### src/rtl/inst_rom_arbiter_pkg.sv
// -----------------------------------------------------------------------------
// inst_rom_arbiter_pkg
//   Shared types and helpers for the instruction-ROM arbiter.
//   - gnt_sel_e : which requester (if any) owns the ROM port this cycle
//   - sat_inc8  : saturating increment for the 8-bit rejected-request counter
// -----------------------------------------------------------------------------
package inst_rom_arbiter_pkg;

    localparam int unsigned ERR_CNT_W = 8;

    typedef enum logic [1:0] {
        SEL_NONE = 2'd0,
        SEL_IF   = 2'd1,
        SEL_DBG  = 2'd2
    } gnt_sel_e;

    function automatic logic [ERR_CNT_W-1:0] sat_inc8(input logic [ERR_CNT_W-1:0] v);
        return (v == '1) ? v : v + ERR_CNT_W'(1);
    endfunction

endpackage

### src/rtl/inst_addr_check.sv
// -----------------------------------------------------------------------------
// inst_addr_check
//   Pure-combinational legality check of an instruction byte address.
//   Ports:
//     addr_i : byte address to check
//     err_o  : 1 if misaligned (addr[1:0] != 0) or beyond the ROM
//              (any bit at or above MEM_LOG2+2 set)
// -----------------------------------------------------------------------------
module inst_addr_check #(
    parameter int unsigned ADDR_W   = 32,
    parameter int unsigned MEM_LOG2 = 17
) (
    input  logic [ADDR_W-1:0] addr_i,
    output logic              err_o
);

    logic misaligned;
    logic out_of_range;

    assign misaligned   = (addr_i[1:0] != 2'b00);
    // A shift keeps this legal even if the ROM spans the full address space.
    assign out_of_range = ((addr_i >> (MEM_LOG2 + 2)) != '0);
    assign err_o        = misaligned | out_of_range;

endmodule

### src/rtl/inst_rom_arbiter.sv
// -----------------------------------------------------------------------------
// inst_rom_arbiter
//   Shares the single-read-port instruction ROM between the fetch port (F)
//   and the debug/loader port (D). Fetch has priority; D is granted after
//   being denied MAX_WAIT consecutive cycles. Illegal addresses are answered
//   with an error response and never reach the ROM.
//   Ports:
//     clk, rst                   : clock, async active-low reset
//     if_req/if_addr             : fetch request and byte address
//     if_gnt/if_stall            : fetch accepted / fetch held off (comb.)
//     if_rvalid/if_rdata/if_err  : registered fetch response
//     dbg_req/dbg_addr           : debug read request and byte address
//     dbg_gnt                    : debug accepted (comb.)
//     dbg_rvalid/rdata/err       : registered debug response
//     rom_ce/rom_addr/rom_data   : ROM port (data returns same cycle)
//     err_cnt                    : saturating count of rejected requests
// -----------------------------------------------------------------------------
module inst_rom_arbiter
    import inst_rom_arbiter_pkg::*;
#(
    parameter int unsigned ADDR_W   = 32,
    parameter int unsigned DATA_W   = 32,
    parameter int unsigned MEM_LOG2 = 17,
    parameter int unsigned MAX_WAIT = 4
) (
    input  logic                 clk,
    input  logic                 rst,
    input  logic                 if_req,
    input  logic [ADDR_W-1:0]    if_addr,
    output logic                 if_gnt,
    output logic                 if_stall,
    output logic                 if_rvalid,
    output logic [DATA_W-1:0]    if_rdata,
    output logic                 if_err,
    input  logic                 dbg_req,
    input  logic [ADDR_W-1:0]    dbg_addr,
    output logic                 dbg_gnt,
    output logic                 dbg_rvalid,
    output logic [DATA_W-1:0]    dbg_rdata,
    output logic                 dbg_err,
    output logic                 rom_ce,
    output logic [ADDR_W-1:0]    rom_addr,
    input  logic [DATA_W-1:0]    rom_data,
    output logic [ERR_CNT_W-1:0] err_cnt
);

    localparam int unsigned WAIT_W = $clog2(MAX_WAIT + 1);

    gnt_sel_e            sel;
    logic [ADDR_W-1:0]   gnt_addr;
    logic                gnt_any;
    logic                gnt_err;
    logic [DATA_W-1:0]   rsp_data;

    logic [WAIT_W-1:0]   wait_q, wait_d;
    logic                wait_full;

    logic                if_rvalid_q, dbg_rvalid_q;
    logic [DATA_W-1:0]   if_rdata_q, if_rdata_d;
    logic [DATA_W-1:0]   dbg_rdata_q, dbg_rdata_d;
    logic                if_err_q, if_err_d;
    logic                dbg_err_q, dbg_err_d;
    logic [ERR_CNT_W-1:0] err_cnt_q, err_cnt_d;

    assign wait_full = (wait_q == WAIT_W'(MAX_WAIT));

    // Grant selection: D wins only when F is idle or D has hit its wait bound.
    always_comb begin
        sel = SEL_NONE;
        if (dbg_req && (!if_req || wait_full)) begin
            sel = SEL_DBG;
        end else if (if_req) begin
            sel = SEL_IF;
        end
    end

    assign dbg_gnt  = (sel == SEL_DBG);
    assign if_gnt   = (sel == SEL_IF);
    assign if_stall = if_req & ~if_gnt;
    assign gnt_any  = (sel != SEL_NONE);

    always_comb begin
        gnt_addr = '0;
        case (sel)
            SEL_IF:  gnt_addr = if_addr;
            SEL_DBG: gnt_addr = dbg_addr;
            default: gnt_addr = '0;
        endcase
    end

    inst_addr_check #(
        .ADDR_W   (ADDR_W),
        .MEM_LOG2 (MEM_LOG2)
    ) u_addr_check (
        .addr_i (gnt_addr),
        .err_o  (gnt_err)
    );

    assign rom_ce   = gnt_any & ~gnt_err;
    assign rom_addr = gnt_addr;
    assign rsp_data = gnt_err ? '0 : rom_data;

    // Next-state logic for counters and response holding registers.
    always_comb begin
        wait_d = '0;
        if (dbg_req && !dbg_gnt) begin
            wait_d = wait_full ? wait_q : wait_q + WAIT_W'(1);
        end

        if_rdata_d  = if_rdata_q;
        if_err_d    = if_err_q;
        dbg_rdata_d = dbg_rdata_q;
        dbg_err_d   = dbg_err_q;
        if (if_gnt) begin
            if_rdata_d = rsp_data;
            if_err_d   = gnt_err;
        end
        if (dbg_gnt) begin
            dbg_rdata_d = rsp_data;
            dbg_err_d   = gnt_err;
        end

        err_cnt_d = err_cnt_q;
        if (gnt_any && gnt_err) begin
            err_cnt_d = sat_inc8(err_cnt_q);
        end
    end

    always_ff @(posedge clk or negedge rst) begin
        if (!rst) begin
            wait_q       <= '0;
            if_rvalid_q  <= 1'b0;
            if_rdata_q   <= '0;
            if_err_q     <= 1'b0;
            dbg_rvalid_q <= 1'b0;
            dbg_rdata_q  <= '0;
            dbg_err_q    <= 1'b0;
            err_cnt_q    <= '0;
        end else begin
            wait_q       <= wait_d;
            if_rvalid_q  <= if_gnt;
            if_rdata_q   <= if_rdata_d;
            if_err_q     <= if_err_d;
            dbg_rvalid_q <= dbg_gnt;
            dbg_rdata_q  <= dbg_rdata_d;
            dbg_err_q    <= dbg_err_d;
            err_cnt_q    <= err_cnt_d;
        end
    end

    assign if_rvalid  = if_rvalid_q;
    assign if_rdata   = if_rdata_q;
    assign if_err     = if_err_q;
    assign dbg_rvalid = dbg_rvalid_q;
    assign dbg_rdata  = dbg_rdata_q;
    assign dbg_err    = dbg_err_q;
    assign err_cnt    = err_cnt_q;

endmodule

### config.mk
export PLATFORM = sky130hd
export DESIGN_NAME = inst_rom_arbiter
export DESIGN_NICKNAME = d
export VERILOG_FILES = /design/src/rtl/inst_rom_arbiter_pkg.sv /design/src/rtl/inst_addr_check.sv /design/src/rtl/inst_rom_arbiter.sv
export SDC_FILE = /design/constraint.sdc
export NUM_CORES = 1
export LEC_CHECK = 0
export CORE_MARGIN = 4
export CORE_UTILIZATION = 36
export CTS_BUF_LIST = sky130_fd_sc_hd__clkbuf_16
export DETAILED_ROUTE_END_ITERATION = 16
export PLACE_DENSITY = 0.85
export SLEW_MARGIN = 30
export SYNTH_ARGS = -nofsm -noshare
export SYNTH_HDL_FRONTEND = slang
export SYNTH_SLANG_ARGS = --single-unit
### constraint.sdc
create_clock -name clk -period 4.74 [get_ports clk]
set_clock_uncertainty 0.1 [all_clocks]
set_input_delay 0.948 -clock clk [delete_from_list [all_inputs] [get_ports clk]]
set_output_delay 0.948 -clock clk [all_outputs]
set_load 0.005 [all_outputs]
Yosys cells after proc, flatten, opt, wreduce, memory -nomap -nowiden
Cells that the tools add are included.
{"block": "word_totals", "register_bits": 79, "latchBits": 0, "ramBits": 0, "romBits": 0, "in_bits": 100, "output_inout_bits": 112, "wordCells": 37, "n_memories": 0}
{"block": "op_classes", "n_addsub": 2, "multipliers": 0, "div": 0, "magnitude_cmp": 0, "eq_ne": 5, "n_shift": 0, "mux": 6, "bitwise": 6, "n_reduce_logical": 10}
{"operator": "$pmux 32 s2", "count": 1}
{"operator": "$mux 32", "count": 1}
{"operator": "$reduce_bool 32->1", "count": 1}
{"operator": "$add 8x1->8 const B", "count": 1}
{"operator": "$eq 8x8->1 const B", "count": 1}
{"operator": "$mux 3", "count": 2}
{"operator": "$reduce_bool 2->1", "count": 2}
{"operator": "$add 3x1->3 const B", "count": 1}
{"operator": "$eq 3x3->1 const B", "count": 1}
{"operator": "$logic_and 1x1->1", "count": 3}
{"operator": "$not 1->1", "count": 3}
{"operator": "$and 1x1->1", "count": 2}
{"operator": "$eq 2x1->1 const B", "count": 1}
{"operator": "$eq 2x2->1 const B", "count": 1}
{"operator": "$logic_not 1->1", "count": 2}
{"operator": "$mux 2", "count": 1}
{"operator": "$ne 2x2->1 const B", "count": 1}
{"operator": "$reduce_and 2->1", "count": 1}
{"operator": "$logic_or 1x1->1", "count": 1}
{"operator": "$mux 1", "count": 1}
{"operator": "$or 1x1->1", "count": 1}

Logic depth before layout (Yosys ltp)
{"block": "depth", "word_depth": 10, "ltp_mapped": 11, "depth_no_buf": 9}

Hierarchy
A second synthesis with hierarchy kept.
{"block": "unflattened", "cells_unflattened": 281, "hier_area_um2": 3722.3}
{"module": "inst_rom_arbiter", "n_inst": 1, "cells_per_inst": 276, "area_per_inst_um2": 3692.3, "seq_area_each_um2": 1976.9}
{"module": "inst_addr_check", "n_inst": 1, "cells_per_inst": 5, "area_per_inst_um2": 30.0, "seq_area_each_um2": 0.0}

Worst setup path after synthesis
Ideal clock, no wire load.
{"block": "synth_timing", "path_type": "input port to output port", "from": "in dbg_addr[28]", "to": "out rom_ce", "arrival_time_ns": 2.186, "t_required_ns": 3.692, "path_slack_ns": 1.506, "cell_stages": 7, "n_path_buf": 2, "path_cell_list": "nor4_1 nand4_1 a22oi_4 nand2_1 buf_6 buf_6 nor2_1"}
{"block": "synth_between", "elab_chain_len": 5}
{"element": "start: declaration", "line_no": "inst_rom_arbiter.sv:36", "rtl": "input logic [ADDR_W-1:0] dbg_addr,"}
{"element": "$pmux 32 s2", "line_no": "inst_rom_arbiter.sv:84", "rtl": "case (sel)"}
{"element": "$reduce_bool 32->1", "line_no": "inst_addr_check.sv:22", "rtl": "assign out_of_range = ((addr_i >> (MEM_LOG2 + 2)) != '0);"}
{"element": "$or 1x1->1", "line_no": "inst_addr_check.sv:23", "rtl": "assign err_o = misaligned | out_of_range;"}
{"element": "$not 1->1", "line_no": "inst_rom_arbiter.sv:99", "rtl": "assign rom_ce = gnt_any & ~gnt_err;"}
{"element": "$and 1x1->1", "line_no": "inst_rom_arbiter.sv:99"}
{"element": "end: declaration", "line_no": "inst_rom_arbiter.sv:41", "rtl": "output logic rom_ce,"}
No other way between the ends.

Worst setup path after layout
{"block": "layout_timing", "from": "in dbg_req", "to": "out rom_addr[1]"}
{"block": "layout_between", "elab_chain_len": 4, "elab_cells_between_ends": 5, "classes_between": "eq/ne (2); mux (2); reduce/logical (1)"}
{"element": "start: declaration", "line_no": "inst_rom_arbiter.sv:35", "rtl": "input logic dbg_req,"}
{"element": "$logic_and 1x1->1 (*)", "line_no": "inst_rom_arbiter.sv:70", "rtl": "if (dbg_req && (!if_req || wait_full)) begin"}
{"element": "$mux 2 (*)", "line_no": "inst_rom_arbiter.sv:70"}
{"element": "$eq 2x2->1 / $eq 2x1->1 (equally long branches)", "line_no": "inst_rom_arbiter.sv:84"}
{"element": "$pmux 32 s2 (*)", "line_no": "inst_rom_arbiter.sv:84"}
{"element": "end: declaration", "line_no": "inst_rom_arbiter.sv:42", "rtl": "output logic [ADDR_W-1:0] rom_addr,"}
Every way passes the cells marked *; elsewhere a longest branch is shown, timed or not.

==> flow_metrics.tcl <==
set metrics [dict create \
    grt_pass1_vias 4087 \
    initial_utilization_pct 36.9 \
    core_area_um2 10300 \
    tightest_slew_ns 0.714 \
    synthSimpleGateAreaFrac_pct 23.2 \
    cts_htree_levels 3 \
    maxSlewViolCount 0 \
    postSynthAreaPerCell_um2 8.29 \
    hold_ws_ns 0.378 \
    fin_crit_sh_pct 88.1 \
    clk_transition_reported_paths_ns 0.07 \
    yosysTopAreaCell "dfrtp_1" \
    critical_path_arrival_ns 3.13 \
    tritoncts "done" \
    cts-root-buf "clkbuf_16" \
    dieArea_um2 12300 \
    grt_max_degree 80 \
    yosysWarningCount 0 \
    yosys_register_bits 79 \
    die_h_um 111 \
    cts_sinks 79 \
    gr-total-overflow 0 \
    final_core_util_pct 61.3 \
    drc 0 \
    hold_viol_final 0 \
    power_density_nw_per_um2 324 \
    max_freq_mhz 239 \
    synth_compound_area_share_pct 16.6 \
    maxCapViolations 0 \
    area_growth_pct 66.4 \
    syn_nets 562 \
    synth_area_leaders "dfrtp_1 52%, nand2_1 20%, o21ai_0 6.1%" \
    async_reset_ff_share_pct 100 \
    io_pins 212 \
    period_minus_slack_ns 4.18 \
    rows 37 \
    syn_area_um2 3800 \
    antennaDiodeCount 0 \
    drtAntennaViolNets 0 \
    crit_required_ns 3.69 \
    gp_congestion 0.864 \
    postSynthCellCount 459 \
    clkLatencyLatePin_ns 0.32 \
    ys_seq_area_share_pct 52.0 \
    cts_setup_buffers 0 \
    cp_max_fo 50 \
    wl_um 12800 \
    grt_setup_unrepaired "false" \
    cts_made_buffers 9 \
    grt_pass1_wl_um 20900 \
    ys_types 31 \
    nets 762 \
    antenna_found_initial 0 \
    hp-class "register to register" \
    yosys_most_used_dff "dfrtp_1" \
    dpl.hpwl_um 9640 \
    dr.pass1.iters 4 \
    tns_ns 0 \
    yosys.area.top_type_share_pct 52.0 \
    power_mw 2.05 \
    synth_top_family_by_area "simple AND/OR/NAND/NOR gates" \
    drive_above_1_share_pct 6.63 \
    worstSetupPathType "primary input to output port" \
    vias 4007 \
    grt.total_usage_pct 20.7 \
    worstSetupEndpointType "output port" \
    cts_resized 0 \
    critPathLaunchType "primary input" \
    routedWlPerCell_um 16.0 \
    setup_viol 0 \
    port_buffers 211 \
    synthMuxAreaShare_pct 0.559 \
    p_leak_nw 2.64 \
    cts_hold_buf 0 \
    synth_edf_count 0 \
    die_w_um 111 \
    status "finished, final reports clean" \
    clockBufferDepth 2 \
    synth-xor-area-share_pct 1.61 \
    ir_drop_uv 184 \
    via_per_inst 5.01 \
    drt_iter0_drc 252 \
    slew_headroom_pct 52.4 \
    synthAdderAreaFrac_pct 0.987 \
]
## Yosys cell counts, types with 2 or more instances
| master | n |
|---|---|
| inv_2 | 2 |
| xor2_1 | 7 |
| nand3_1 | 2 |
| dfrtp_1 | 79 |
| buf_6 | 6 |
| nand4_1 | 4 |
| o21ai_2 | 10 |
| buf_1 | 3 |
| inv_1 | 4 |
| o21ai_1 | 39 |
| and2_1 | 2 |
| nor2_1 | 8 |
| buf_2 | 2 |
| a211oi_1 | 5 |
| nor4_1 | 6 |
| o21ai_0 | 46 |
| a31oi_1 | 2 |
| nand2_1 | 199 |
| clkbuf_1 | 19 |
| ha_1 | 3 |
## worst max-delay path, stage by stage
cell and delay (ns):
clkdlybuf4s50_1 0.59, nand2_1 0.12, inv_2 0.41, buf_12 0.28
nand2_1 0.07, o21ai_0 0.13, clkdlybuf4s50_1 0.56
## logic make-up after synthesis
logic type / after synthesis
adder cells (fa/ha/maj): 3
flip-flops: 79
AO/OA/AOI/OAI: 107
AND/OR/NAND/NOR: 224
multiplexers: 2
buffers and inverters: 37
XOR/XNOR: 7
## per-layer routing
metal  global-route usage (%)  share of wire [%]  vias up
li1                         -                  -     1911
met3                     5.24                7.2       14
met1                     22.7                 38     1916
met5                        0                  0        -
met4                     5.91                1.1        0
met2                     39.1                 54      166
## placed cells by master (no fill, tap or decap), drive strengths merged, types with 2 or more instances in the layout
cell type      instances
clkdlybuf4s50        210
xor2                   7
buf                   10
inv                    9
nor2                   8
ha                     3
clkbuf                 9
nand2                200
and2                   2
a31oi                  2
a211oi                 5
a22oi                  2
nor4                   6
bufinv                 2
o21ai                 95
nand3                  2
nand4                  4
dfrtp                 79
## registers in the layout, indices dropped and copies added (netlist names)
signal      count
dbg_err         1
if_rdata       32
err_cnt         8
if_err          1
if_rvalid       1
dbg_rdata      32
wait_q          3
dbg_rvalid      1
## through the flow
step	instances	area, µm²	worst slack (ns)
3_5_place_dp	784	6000	0.547
4_1_cts	800	6330	0.546
3_3_place_gp	784	6000	0.608
2_1_floorplan	459	3800	1.51
5_1_grt	800	6330	0.395
6_report	800	6330	0.562
## final cells by class
class,count,area (µm²)
fillers,861,3990
repair buffers,220,2190
flip-flops and latches,79,1980
multi-input cells,343,1640
clock buffers,9,225
well taps,136,170
clock inverters,7,103
inverters,6,22.5
## report_power, final
part / internal [mW] / switching (mW) / total (mW)
logic: 0.293 / 0.200 / 0.493
registers: 0.747 / 0.0613 / 0.808
clock network: 0.468 / 0.281 / 0.748
## worst paths after layout
check,end,cells past startpoint,slack (ns),startpoint
setup reg to reg,dbg_rdata[28]$_DFFE_PN0N_,10,2.08,wait_q[0]$_DFFE_PN0P_
min in group asynchronous,if_rdata[15]$_DFFE_PN0N_,1,0.55,rst
setup / recovery,rom_addr[1],7,0.56,dbg_req
max in group asynchronous,dbg_rdata[28]$_DFFE_PN0N_,1,3.49,rst
hold reg to reg,dbg_rdata[5]$_DFFE_PN0N_,2,0.38,dbg_rdata[5]$_DFFE_PN0N_
hold / removal,dbg_rdata[5]$_DFFE_PN0N_,2,0.38,dbg_rdata[5]$_DFFE_PN0N_
Note: power is estimated with default switching activity, not from simulation.
